`config.mk`:
```
export PLATFORM = sky130hd
export DESIGN_NAME = axis_pattern_source
export DESIGN_NICKNAME = d
export VERILOG_FILES = /design/src/rtl/axis_pattern_source.sv
export SDC_FILE = /design/constraint.sdc
export NUM_CORES = 1
export LEC_CHECK = 0
export ABC_AREA = 1
export CAP_MARGIN = 20
export CORE_MARGIN = 1
export CORE_UTILIZATION = 53
export CTS_CLUSTER_DIAMETER = 150
export DETAILED_ROUTE_END_ITERATION = 7
export PLACE_DENSITY_LB_ADDON = 0.1
export SLEW_MARGIN = 5
export SYNTH_ARGS = -nofsm -noshare
export SYNTH_HDL_FRONTEND = slang
export SYNTH_SLANG_ARGS = --single-unit
```
`constraint.sdc`:
```
create_clock -name m_axis_aclk -period 4.2 [get_ports m_axis_aclk]
set_input_delay 1.05 -clock m_axis_aclk [delete_from_list [all_inputs] [get_ports m_axis_aclk]]
set_output_delay 1.05 -clock m_axis_aclk [all_outputs]
set_load 0.02 [all_outputs]
```
`src/rtl/axis_pattern_source.sv`:
```
// AXI4-Stream test-pattern source: counter, walking-one, 32-bit LFSR or constant beats
// emitted at a programmable tick rate, framed into packets, with a dropped-tick counter.
module axis_pattern_source #(
   parameter int unsigned TDATA_WIDTH = 32,
   parameter int unsigned DIV_WIDTH   = 16,
   parameter int unsigned PKT_WIDTH   = 16,
   parameter logic [31:0] LFSR_SEED   = 32'h0000_0001
) (
   input  logic                   m_axis_aclk,
   input  logic                   m_axis_aresetn,
   input  logic                   enable,
   input  logic [1:0]             cfg_mode,
   input  logic [TDATA_WIDTH-1:0] cfg_start,
   input  logic [TDATA_WIDTH-1:0] cfg_end,
   input  logic [TDATA_WIDTH-1:0] cfg_incr,
   input  logic [DIV_WIDTH-1:0]   cfg_div,
   input  logic [PKT_WIDTH-1:0]   cfg_pkt_len,
   input  logic                   sts_clear,
   input  logic                   m_axis_tready,
   output logic [TDATA_WIDTH-1:0] m_axis_tdata,
   output logic                   m_axis_tvalid,
   output logic                   m_axis_tlast,
   output logic [15:0]            sts_missed
);

   localparam logic [31:0] LfsrMask = 32'h8020_0003;

   logic [1:0]             mode_q, mode_d;
   logic [TDATA_WIDTH-1:0] cnt_q, cnt_d;
   logic [TDATA_WIDTH-1:0] walk_q, walk_d;
   logic [31:0]            lfsr_q, lfsr_d;
   logic [PKT_WIDTH-1:0]   idx_q, idx_d;
   logic [DIV_WIDTH-1:0]   div_cnt_q, div_cnt_d;
   logic [TDATA_WIDTH-1:0] tdata_q, tdata_d;
   logic                   tvalid_q, tvalid_d;
   logic                   tlast_q, tlast_d;
   logic [15:0]            missed_q, missed_d;
   // Set only straight out of reset so the counter presents cfg_start before any idle load.
   logic                   init_q;

   logic                   tick, slot_free, load, drop, pkt_end;
   logic [TDATA_WIDTH-1:0] cnt_cur, lfsr_wide, pat;

   assign tick      = enable && (div_cnt_q >= cfg_div);
   assign slot_free = !tvalid_q || m_axis_tready;
   assign load      = tick && slot_free;
   assign drop      = tick && !slot_free;
   assign pkt_end   = (idx_q == cfg_pkt_len);
   assign cnt_cur   = init_q ? cfg_start : cnt_q;

   always_comb begin
      lfsr_wide = '0;
      for (int i = 0; i < TDATA_WIDTH; i++) begin
         lfsr_wide[i] = lfsr_q[i[4:0]];
      end
   end

   always_comb begin
      pat = '0;
      case (mode_q)
         2'd0:    pat = cnt_cur;
         2'd1:    pat = walk_q;
         2'd2:    pat = lfsr_wide;
         default: pat = cfg_start;
      endcase
   end

   always_comb begin
      mode_d    = mode_q;
      cnt_d     = cnt_cur;
      walk_d    = walk_q;
      lfsr_d    = lfsr_q;
      idx_d     = idx_q;
      div_cnt_d = div_cnt_q;
      tdata_d   = tdata_q;
      tvalid_d  = tvalid_q;
      tlast_d   = tlast_q;
      missed_d  = missed_q;

      if (!enable || tick) begin
         div_cnt_d = '0;
      end else begin
         div_cnt_d = div_cnt_q + DIV_WIDTH'(1);
      end

      if (load) begin
         tdata_d  = pat;
         tlast_d  = pkt_end;
         idx_d    = pkt_end ? '0 : idx_q + PKT_WIDTH'(1);
         tvalid_d = 1'b1;
         case (mode_q)
            2'd0:    cnt_d  = (cnt_cur >= cfg_end) ? cfg_start : cnt_cur + cfg_incr;
            2'd1:    walk_d = {walk_q[TDATA_WIDTH-2:0], walk_q[TDATA_WIDTH-1]};
            2'd2:    lfsr_d = (lfsr_q >> 1) ^ (lfsr_q[0] ? LfsrMask : 32'h0);
            default: ;
         endcase
      end else if (tvalid_q && m_axis_tready) begin
         tvalid_d = 1'b0;
      end

      // A pending beat blocks idle load, so dropping enable never withdraws it.
      if (!enable && !tvalid_q) begin
         mode_d    = cfg_mode;
         cnt_d     = cfg_start;
         walk_d    = TDATA_WIDTH'(1);
         lfsr_d    = LFSR_SEED;
         idx_d     = '0;
         div_cnt_d = '0;
      end

      if (sts_clear) begin
         missed_d = '0;
      end else if (drop && (missed_q != 16'hFFFF)) begin
         missed_d = missed_q + 16'd1;
      end
   end

   always_ff @(posedge m_axis_aclk or negedge m_axis_aresetn) begin
      if (!m_axis_aresetn) begin
         mode_q    <= 2'd0;
         cnt_q     <= '0;
         walk_q    <= TDATA_WIDTH'(1);
         lfsr_q    <= LFSR_SEED;
         idx_q     <= '0;
         div_cnt_q <= '0;
         tdata_q   <= '0;
         tvalid_q  <= 1'b0;
         tlast_q   <= 1'b0;
         missed_q  <= '0;
         init_q    <= 1'b1;
      end else begin
         mode_q    <= mode_d;
         cnt_q     <= cnt_d;
         walk_q    <= walk_d;
         lfsr_q    <= lfsr_d;
         idx_q     <= idx_d;
         div_cnt_q <= div_cnt_d;
         tdata_q   <= tdata_d;
         tvalid_q  <= tvalid_d;
         tlast_q   <= tlast_d;
         missed_q  <= missed_d;
         init_q    <= 1'b0;
      end
   end

   assign m_axis_tdata  = tdata_q;
   assign m_axis_tvalid = tvalid_q;
   assign m_axis_tlast  = tlast_q;
   assign sts_missed    = missed_q;

endmodule

```
---- Yosys cells after proc, flatten, opt, wreduce, memory -nomap -nowiden ----
Cells that the tools add are included.
operators by class
  $add $sub $neg .......................... 4
  order comparisons ....................... 2
  equal/unequal tests ..................... 4
  muxes and demuxes ....................... 22
  bitwise operators ....................... 1
  reduce and logical (&&, ||, !) cells .... 19
operators by type and width
  operator                                                          number
  32-bit 2-to-1 mux                                                 12
  16-bit 2-to-1 mux                                                 7
  32-bit case mux with 3 select lines                               1
  16-bit by 1-bit adder with 16-bit output (second input constant)  3
  32-bit adder                                                      1
  32-bit >= comparator                                              1
  31-bit by 32-bit XOR with 32-bit output                           1
  16-bit == test                                                    1
  16-bit >= comparator                                              1
  16-bit != test (second input constant)                            1
  2-bit nonzero test                                                5
  1-bit logical AND                                                 6
  2-bit AND reduction                                               2
  1-bit logical NOT                                                 3
  2-bit by 1-bit == test with 1-bit output (second input constant)  1
  2-bit == test (second input constant)                             1
  2-bit logical NOT                                                 1
  1-bit logical OR                                                  2
  1-bit 2-to-1 mux                                                  2
word-level totals
  bits in registers ....................... 181
  bits of input ports ..................... 135
  word-level logic and storage cells ...... 63

---- Depth between registers and ports, before layout ----
Gate-level depths: netlist of run 1.
  depth in word-level cells ............... 7
  mapped depth ............................ 21

---- Least setup slack after synthesis of run 1 ----
No wires, ideal clock.
  path kind ............................... input -> register
  start point ............................. input cfg_start[0]
  end point ............................... register cnt_q[28]
  arrival time ............................ 2.876 ns
  data required time ...................... 4.083 ns
  slack ................................... 1.208 ns
  cell stages on the path ................. 20
  path buffers ............................ 0
  path through ............................ inv_1 -> nand2_1 -> o21ai_0 -> inv_1 -> ha_1 -> fa_1 -> nand3_1 -> nand3_1 -> nand2_1 -> nand2_1 -> nand2_1 -> nand2_1 -> nand2_1 -> nand2_1 -> nand2_1 -> nand2_1 -> nand2_1 -> nand3_1 -> nand2_1 -> nand2_1
between the ends
  longest elaborated chain between the ends .. 6
  elaborated cells between the ends (all ways) .. 7
RTL lines
  what                                                         RTL line  RTL
  start, declared                                              13        input logic [TDATA_WIDTH-1:0] cfg_start,
  32-bit 2-to-1 mux (*)                                        49        assign cnt_cur = init_q ? cfg_start : cnt_q;
  32-bit adder / 32-bit >= comparator (equally long branches)  92        2'd0: cnt_d = (cnt_cur >= cfg_end) ? cfg_start : cnt_cur + cfg_incr;
  32-bit 2-to-1 mux (*)                                        92
  32-bit 2-to-1 mux (*)                                        91        case (mode_q)
  32-bit 2-to-1 mux (*)                                        86        if (load) begin
  32-bit 2-to-1 mux (*)                                        102       if (!enable && !tvalid_q) begin
  via cnt_d[28]                                                29        logic [TDATA_WIDTH-1:0] cnt_q, cnt_d;
  end signal, assigned                                         133       cnt_q <= cnt_d;
  end, declared                                                29
Mark *: on every way through the listed nets, which the timed path passes. The rest lies on a longest branch.
A chain may end at the register's enable or synchronous reset.

---- Final worst setup path of run 1 ----
Ends and elaborated chain as after synthesis.

==> key figures, run 1 <==
Route
  • Drt wl/cell: approximately 16 microns
  • Via/cell ratio: about 5.4
  • ANT nets after route: 0
  • Via Count: roughly 14k
  • DR iter-0 viols: ~1.1k
  • DRC errors left: 1
  • DR pass1 iterations: 7
  • Post-Route WL: around 41 mm

Clocking
  • CTS resizes: 0
  • CTS tree: done
  • Worst-path clk slew: 0.07 ns
  • Skew-Pair Late Insertion Delay: roughly 0.44 ns
  • Post-CTS Setup Bufs: 0
  • Clock tree buffer depth: 2
  • CTS Hold Buffers Added: 0
  • Htree depth: 4
  • Clk sinks: about 180
  • Number of CTS-inserted buffers: 17
  • Clock root buffer: clkbuf_16

Synthesis
  • Synth Flop Type: dfrtp_1
  • Yosys cell types: 47
  • Sequential share of the synthesized area: between 30% and 40%
  • Synth Area per Inst: approximately 6.6 sq um
  • Share of flip-flops with an asynchronous set or reset: between 90% and 100%
  • Post-Synthesis Cell Area: 13500 sq um
  • Synth Warn #: 0
  • Mapped Nets: 2278
  • Cell count after synthesis: roughly 2.1k
  • #FFs+latches synth: approximately 180
  • EDFF count, synth: 0

Job
  • Maxcap violations: 0

Timing
  • Post-Route Skew: between 0.01 and 0.015 ns
  • Tightest Pin Transition: roughly 0.86 ns
  • Finish-stage setup viols: 0
  • Max-slew violation count: 0
  • Final Hold Vio Count: 0
  • TNS Setup: 0 ns
  • Max Clock Freq: approximately 0.27 GHz
  • Final worst-path cycle share: slightly below 90%
  • Max-slew headroom: 42.9%
  • Post-route minimum period: 3.72 ns
  • Unrepaired setup endpoints after global routing: false

Power and ir drop
  • Leakage: roughly 8.3 nW
  • VDD IR max: around 0.27 mV
  • Power per cell area: 303 nW/um^2

Floorplanning
  • I/O pin total: about 190
  • Die X: ~160 microns
  • Die area: between 20000 and 30000 sq um
  • Row count: slightly below 60
  • Core area: between 20000 and 30000 sq um
  • Initial Util: a little over half
  • Chip Height: roughly 160 microns

Worst setup path
  • Setup CP Type: in2reg
  • Worst EP required: roughly 4.5 ns
  • Critical Path AT: 4.06 ns
  • Largest fanout on the critical path: 4
  • CP max stage delay: 0.51 ns
  • Most used cell along the critical path: nand2_1
  • CP endpoint kind: register
  • Critical Path, Cell by Cell: clkdlybuf4s50_1, inv_1, nand2_1, o21ai_0, inv_1, ha_1, fa_1, nand3_1, nand3_1, nand2_1, nand2_1, nand2_1, nand2_1, nand2_1, nand2_1, nand2_1, nand2_1, nand2_1, nand3_1, nand2_1, nand2_1
  • CP Launch Type: input port
  • Worst-path cell with the longest stage delay: clkdlybuf4s50_1

Final layout
  • Area growth from synthesis to layout: 20.5%
  • Diode count: 0
  • Final #Nets: 2435
  • Register area: about 4500 sq um
  • Final Cell Area: approximately 16000 sq um
  • Share of cells above drive strength 1: under 10%
  • Final-layout fill cell count: roughly 2.3k
  • Area of the multi-input gates: 7460 sq um
  • Most common cell after layout, fill and taps aside: nand2_1
  • Most frequent cells in the layout: nand2_1 (683), inv_1 (317), clkdlybuf4s50_1 (183)

Placed design
  • Post-DP Area: about 16000 sq um
  • GP Congestion: 1.02
  • Port bufs: between 150 and 200
  • Post-DP HPWL: slightly above 30 mm

Status
  • Status: finished with violations
  • Failing checks: design-rule violations

GRT
  • Total GRT Usage: 31.5%
  • Antenna violations before repair: 0
  • Vias in the first global route: about 13k
  • First-pass GRT wire length: approximately 65 mm
  • Largest net degree at the start of global routing: 81
  • Gr ovfl total: 0

Hold path
  • Min-delay worst type: reg2reg
[synth_stat cells (4+ instances only)]
library cell	instances	area, sq um
inv_2	5	18.8
ha_1	82	1030
nand2_2	4	25.0
o21ai_1	32	160
buf_1	7	26.3
clkbuf_1	30	113
o21ai_0	134	671
buf_4	6	45.0
o21bai_1	5	37.5
nand4_1	21	131
xor2_1	33	289
nand2_1	683	2560
o22ai_1	13	81.3
dfrtp_1	178	4450
nor2_1	112	420
buf_2	26	130
o21a_1	6	45.0
inv_1	317	1190
nand3_1	170	851
xnor2_1	18	158
a21oi_1	116	581
nor3_1	17	85.1
[critical path, delay by kind of cell]
family                     cells  cell delay [ns]
and+or+nand+nor               15             1.23
buffers and inverters          3             0.79
adders and majority gates      2             0.74
AOI/OAI and AO/OA              1             0.25
[area by class of cell]
class	count	share of cell area [%]
repair buffers	210	12.6
clock inverters	11	1.10
flip-flops and latches	181	27.8
well taps	330	2.53
clock buffers	20	2.80
inverters	324	7.46
multi-input cells	1483	45.7
[report_power, final]
part           switching [W]  leakage (nW)  internal (W)
clock               0.000681         0.319       0.00108
sequential         0.0000431          2.43       0.00180
combinational       0.000838          5.60      0.000498
[through the flow]
step	setup slack (ns)	instances	total power [W]	utilization (%)	hold slack [ns]
floorplan	1.21	2060	0.00268	-	0.432
global placement	0.105	2528	0.00318	62.5	0.448
detailed placement	0.0371	2528	0.00319	62.5	0.457
CTS	0.485	2559	0.00494	65.0	0.466
global route	0.290	2559	0.00519	65.0	0.486
finish	0.475	2559	0.00494	65.0	0.467
[final timing paths]
| check | start | to | slack [ns] | depth (start not counted) |
|---|---|---|---|---|
| hold reg to reg | div_cnt_q[0] | div_cnt_q[0] | 0.47 | 1 |
| setup / recovery | cfg_start[0] | cnt_q[28] | 0.48 | 21 |
| min in group asynchronous | m_axis_aresetn | div_cnt_q[4] | 0.62 | 1 |
| hold / removal | div_cnt_q[0] | div_cnt_q[0] | 0.47 | 1 |
| max in group asynchronous | m_axis_aresetn | m_axis_tlast | 2.53 | 2 |
| setup reg to reg | init_q | cnt_q[21] | 0.65 | 16 |
[logic make-up after synthesis]
| kind of cell | Yosys count | synth area share (%) |
|---|---|---|
| AND/OR/NAND/NOR | 1030 | 31.6 |
| flip-flops | 181 | 33.5 |
| buffers and inverters | 396 | 11.6 |
| AO/OA/AOI/OAI | 318 | 12.3 |
| adder cells (fa/ha/maj) | 83 | 7.72 |
| XOR/XNOR | 51 | 3.30 |
| other | 1 | 0.0277 |
[routing by layer]
layer,global-route usage [%],part of all wire [%],up-vias,routed length [microns]
li1,-,-,6842,-
met1,42.4,44,6331,17900
met2,51.7,46,511,18900
met3,4.72,6.4,74,2600
met4,11.1,3.0,0,1200
met5,0,0,-,0
[sequential cells by signal, indices dropped and copies added, names as in the netlist]
| signal | flops |
|---|---|
| m_axis_tvalid | 1 |
| init_q | 1 |
| walk_q | 32 |
| m_axis_tlast | 1 |
| div_cnt_q | 16 |
| sts_missed | 16 |
| lfsr_q | 32 |
| cnt_q | 32 |
| m_axis_tdata | 32 |
| mode_q | 2 |
| idx_q | 16 |
Power figures use the tool's default switching activity.
==> run 2: changes to the inputs <==
Settings changed: DONT_BUFFER_PORTS set to 1.
==> key figures, run 2 (synthesized netlist as in run 1, its figures left out) <==
Worst setup path
  • R2R Path Start: init_q (unchanged)
  • Setup CP Type: reg2reg (was in2reg)
  • Crit path launch: init_q (was cfg_start[0])
  • Bufs and invs on worst path: 2 (was 3)
  • Worst path top cell family by delay: simple AND/OR/NAND/NOR gates (unchanged)
  • WP depth: 20 (was 21)
  • R2r setup slk: 0.38 ns (was 0.65 ns)
  • Critical Path AT: 4.15 ns (was 4.06 ns)
  • CP Launch Type: register (was input port)
  • Largest fanout on the critical path: 34 (was 4)
  • Critical Path, Cell by Cell: buf_4, nand2_1, o21ai_0, inv_1, ha_1, fa_1, nand3_1, nand3_1, nand2_1, nand2_1, nand2_1, nand2_1, nand2_1, nand2_1, nand2_1, nand2_1, nand2_1, nand3_1, nand2_1, nand2_1 (was clkdlybuf4s50_1, inv_1, nand2_1, o21ai_0, inv_1, ha_1, fa_1, nand3_1, nand3_1, nand2_1, nand2_1, nand2_1, nand2_1, nand2_1, nand2_1, nand2_1, nand2_1, nand2_1, nand3_1, nand2_1, nand2_1)
  • R2R cell count: 20 (was 16)
  • Crit path to: cnt_q[28] (unchanged)
  • Worst-path cell with the longest stage delay: dfstp_2 (was clkdlybuf4s50_1)
  • CP max stage delay: 0.89 ns (was 0.51 ns)
  • Most used cell along the critical path: nand2_1 (unchanged)
  • Reg2Reg Capture Point: cnt_q[28] (was cnt_q[21])
  • CP endpoint kind: register (unchanged)
  • Worst EP required: 4.52 ns (was 4.53 ns)

Timing
  • Final worst-path cycle share: 91.0% (was 88.7%)
  • Post-route minimum period: 3.82 ns (was 3.72 ns)
  • Tightest Pin Transition: 0.847 ns (was 0.856 ns)
  • Post-Route Skew: 0.0156 ns (was 0.0102 ns)
  • Final Hold Vio Count: 0 (unchanged)
  • Max Clock Freq: 0.262 GHz (was 0.268 GHz)
  • Max-slew violation count: 0 (unchanged)
  • TNS Setup: 0 ns (unchanged)
  • Finish-stage setup viols: 0 (unchanged)
  • Unrepaired setup endpoints after global routing: false (unchanged)
  • Max-slew headroom: 43.5% (was 42.9%)

Power and ir drop
  • Net Switching: 0.00149 W (was 0.00156 W)
  • Power per cell area: 321 nW/um^2 (was 303 nW/um^2)
  • Comb pwr share: 23.0% (was 27.1%)
  • Leakage: 7.58 nW (was 8.35 nW)
  • Total chip power: 0.00462 W (was 0.00494 W)
  • Int Power: 0.00313 W (was 0.00338 W)
  • Switch share: 32.2% (was 31.6%)
  • VDD IR max: 0.280 mV (was 0.268 mV)
  • Sequential Power Share: 40.5% (was 37.3%)
  • Clk pwr share: 36.6% (was 35.6%)

Route
  • Via/cell ratio: 5.40 (was 5.38)
  • Drt wl/cell: 15.9 microns (about the same)
  • Via Count: 12.8k (was 13.8k)
  • DR iter-0 viols: 1132 (was 1147)
  • ANT nets after route: 0 (unchanged)
  • DRC errors left: 1 (unchanged)
  • Post-Route WL: 37.7 mm (was 40.6 mm)
  • DR pass1 iterations: 7 (unchanged)

Clocking
  • Number of CTS-inserted buffers: 17 (unchanged)
  • Worst-path clk slew: 0.07 ns (about the same)
  • Clock root buffer: clkbuf_16 (unchanged)
  • Post-CTS Setup Bufs: 0 (unchanged)
  • Htree depth: 4 (unchanged)
  • Clk sinks: 181 (unchanged)
  • CTS Hold Buffers Added: 0 (unchanged)
  • Clock tree buffer depth: 2 (unchanged)
  • Skew-Pair Late Insertion Delay: 0.44 ns (about the same)
  • CTS resizes: 0 (unchanged)
  • CTS tree: done (unchanged)

Floorplanning
  • Die X: 162 microns (unchanged)
  • Row count: 58 (unchanged)
  • Initial Util: 54.0% (unchanged)
  • I/O pin total: 185 (unchanged)
  • Die area: 26200 sq um (unchanged)
  • Core area: 25100 sq um (unchanged)
  • Chip Height: 162 microns (unchanged)

Final layout
  • Layout Cells excl Fill: 2368 (was 2559)
  • Area growth from synthesis to layout: 6.14% (was 20.5%)
  • Final #Nets: 2243 (was 2435)
  • Share of cells above drive strength 1: 4.02% (was 3.95%)
  • Final-layout fill cell count: 2480 (was 2306)
  • Most common cell after layout, fill and taps aside: nand2_1 (unchanged)
  • Final Cell Area: 14400 sq um (was 16300 sq um)
  • Most frequent cells in the layout: nand2_1 (683), inv_1 (317), dfrtp_1 (178) (was nand2_1 (683), inv_1 (317), clkdlybuf4s50_1 (183))
  • Diode count: 0 (unchanged)

Placed design
  • Port bufs: 0 (was 184)
  • Cells after DPL: 2336 (was 2528)
  • GP Congestion: 0.951 (was 1.02)
  • Post-DP HPWL: 28.5 mm (was 30.8 mm)
  • Post-DP Area: 13800 sq um (was 15700 sq um)

Hold path
  • Min-delay worst type: in2async (was reg2reg)

Job
  • Maxcap violations: 0 (unchanged)

GRT
  • Gr ovfl total: 0 (unchanged)
  • Largest net degree at the start of global routing: 182 (was 81)
  • Antenna violations before repair: 0 (unchanged)
  • First-pass GRT wire length: 61.5 mm (was 65.5 mm)
  • Vias in the first global route: 12.1k (was 13.0k)
  • Total GRT Usage: 29.4% (was 31.5%)

Status
  • Failing checks: design-rule violations (unchanged)
  • Status: finished with violations (unchanged)
[run 2: cell count changes in the layout (fill, tap and decap cells not counted), sizes merged]
cell | before | now
clkdlybuf4s50 | 183 | 0
buf | 27 | 18
clkinvlp | 0 | 4
bufinv | 5 | 3
clkinv | 8 | 7
[run 2: area by class of cell]
cell class / instances / area, sq um / area share (%)
flip-flops and latches: 181 / 4530 / 31.5
inverters: 324 / 1220 / 8.47
well taps: 330 / 413 / 2.87
multi-input cells: 1483 / 7460 / 51.9
clock inverters: 12 / 153 / 1.06
repair buffers: 18 / 135 / 0.940
clock buffers: 20 / 467 / 3.25
[run 2: power by group through the flow]
stage	Sequential, W	Combinational [W]	Clock, W
finish	0.00187	0.00106	0.00169
global route	0.00187	0.00122	0.00177
CTS	0.00187	0.00105	0.00170
detailed placement	0.00190	0.00104	0
global placement	0.00190	0.00103	0
floorplan	0.00188	0.000802	0
[run 2: through the flow]
stage	util, %	worst slack [ns]	hold WS [ns]
after detailed placement	54.8	0.418	0.471
after global routing	57.3	0.0578	0.293
after floorplan	-	1.21	0.432
after global placement	54.8	0.386	0.450
after CTS	57.3	0.386	0.299
final	57.3	0.378	0.315
[run 2: worst min path at each step]
stage                   startpoint             end  slack, ns  depth (start not counted)
global placement      div_cnt_q[0]    div_cnt_q[0]       0.45                          1
CTS                 m_axis_aresetn  sts_missed[15]       0.30                          0
finish              m_axis_aresetn    div_cnt_q[3]       0.31                          0
floorplan             div_cnt_q[0]    div_cnt_q[0]       0.43                          1
detailed placement    div_cnt_q[0]    div_cnt_q[0]       0.47                          1
global route        m_axis_aresetn    div_cnt_q[5]       0.29                          0
[run 2: per-layer routing]
layer	global-route usage (%)	wire [microns]	up-vias
met3	5.46	2210	69
met4	11.5	1280	0
met1	39.0	16900	5853
li1	-	-	6453
met5	0	0	-
met2	47.4	17400	402
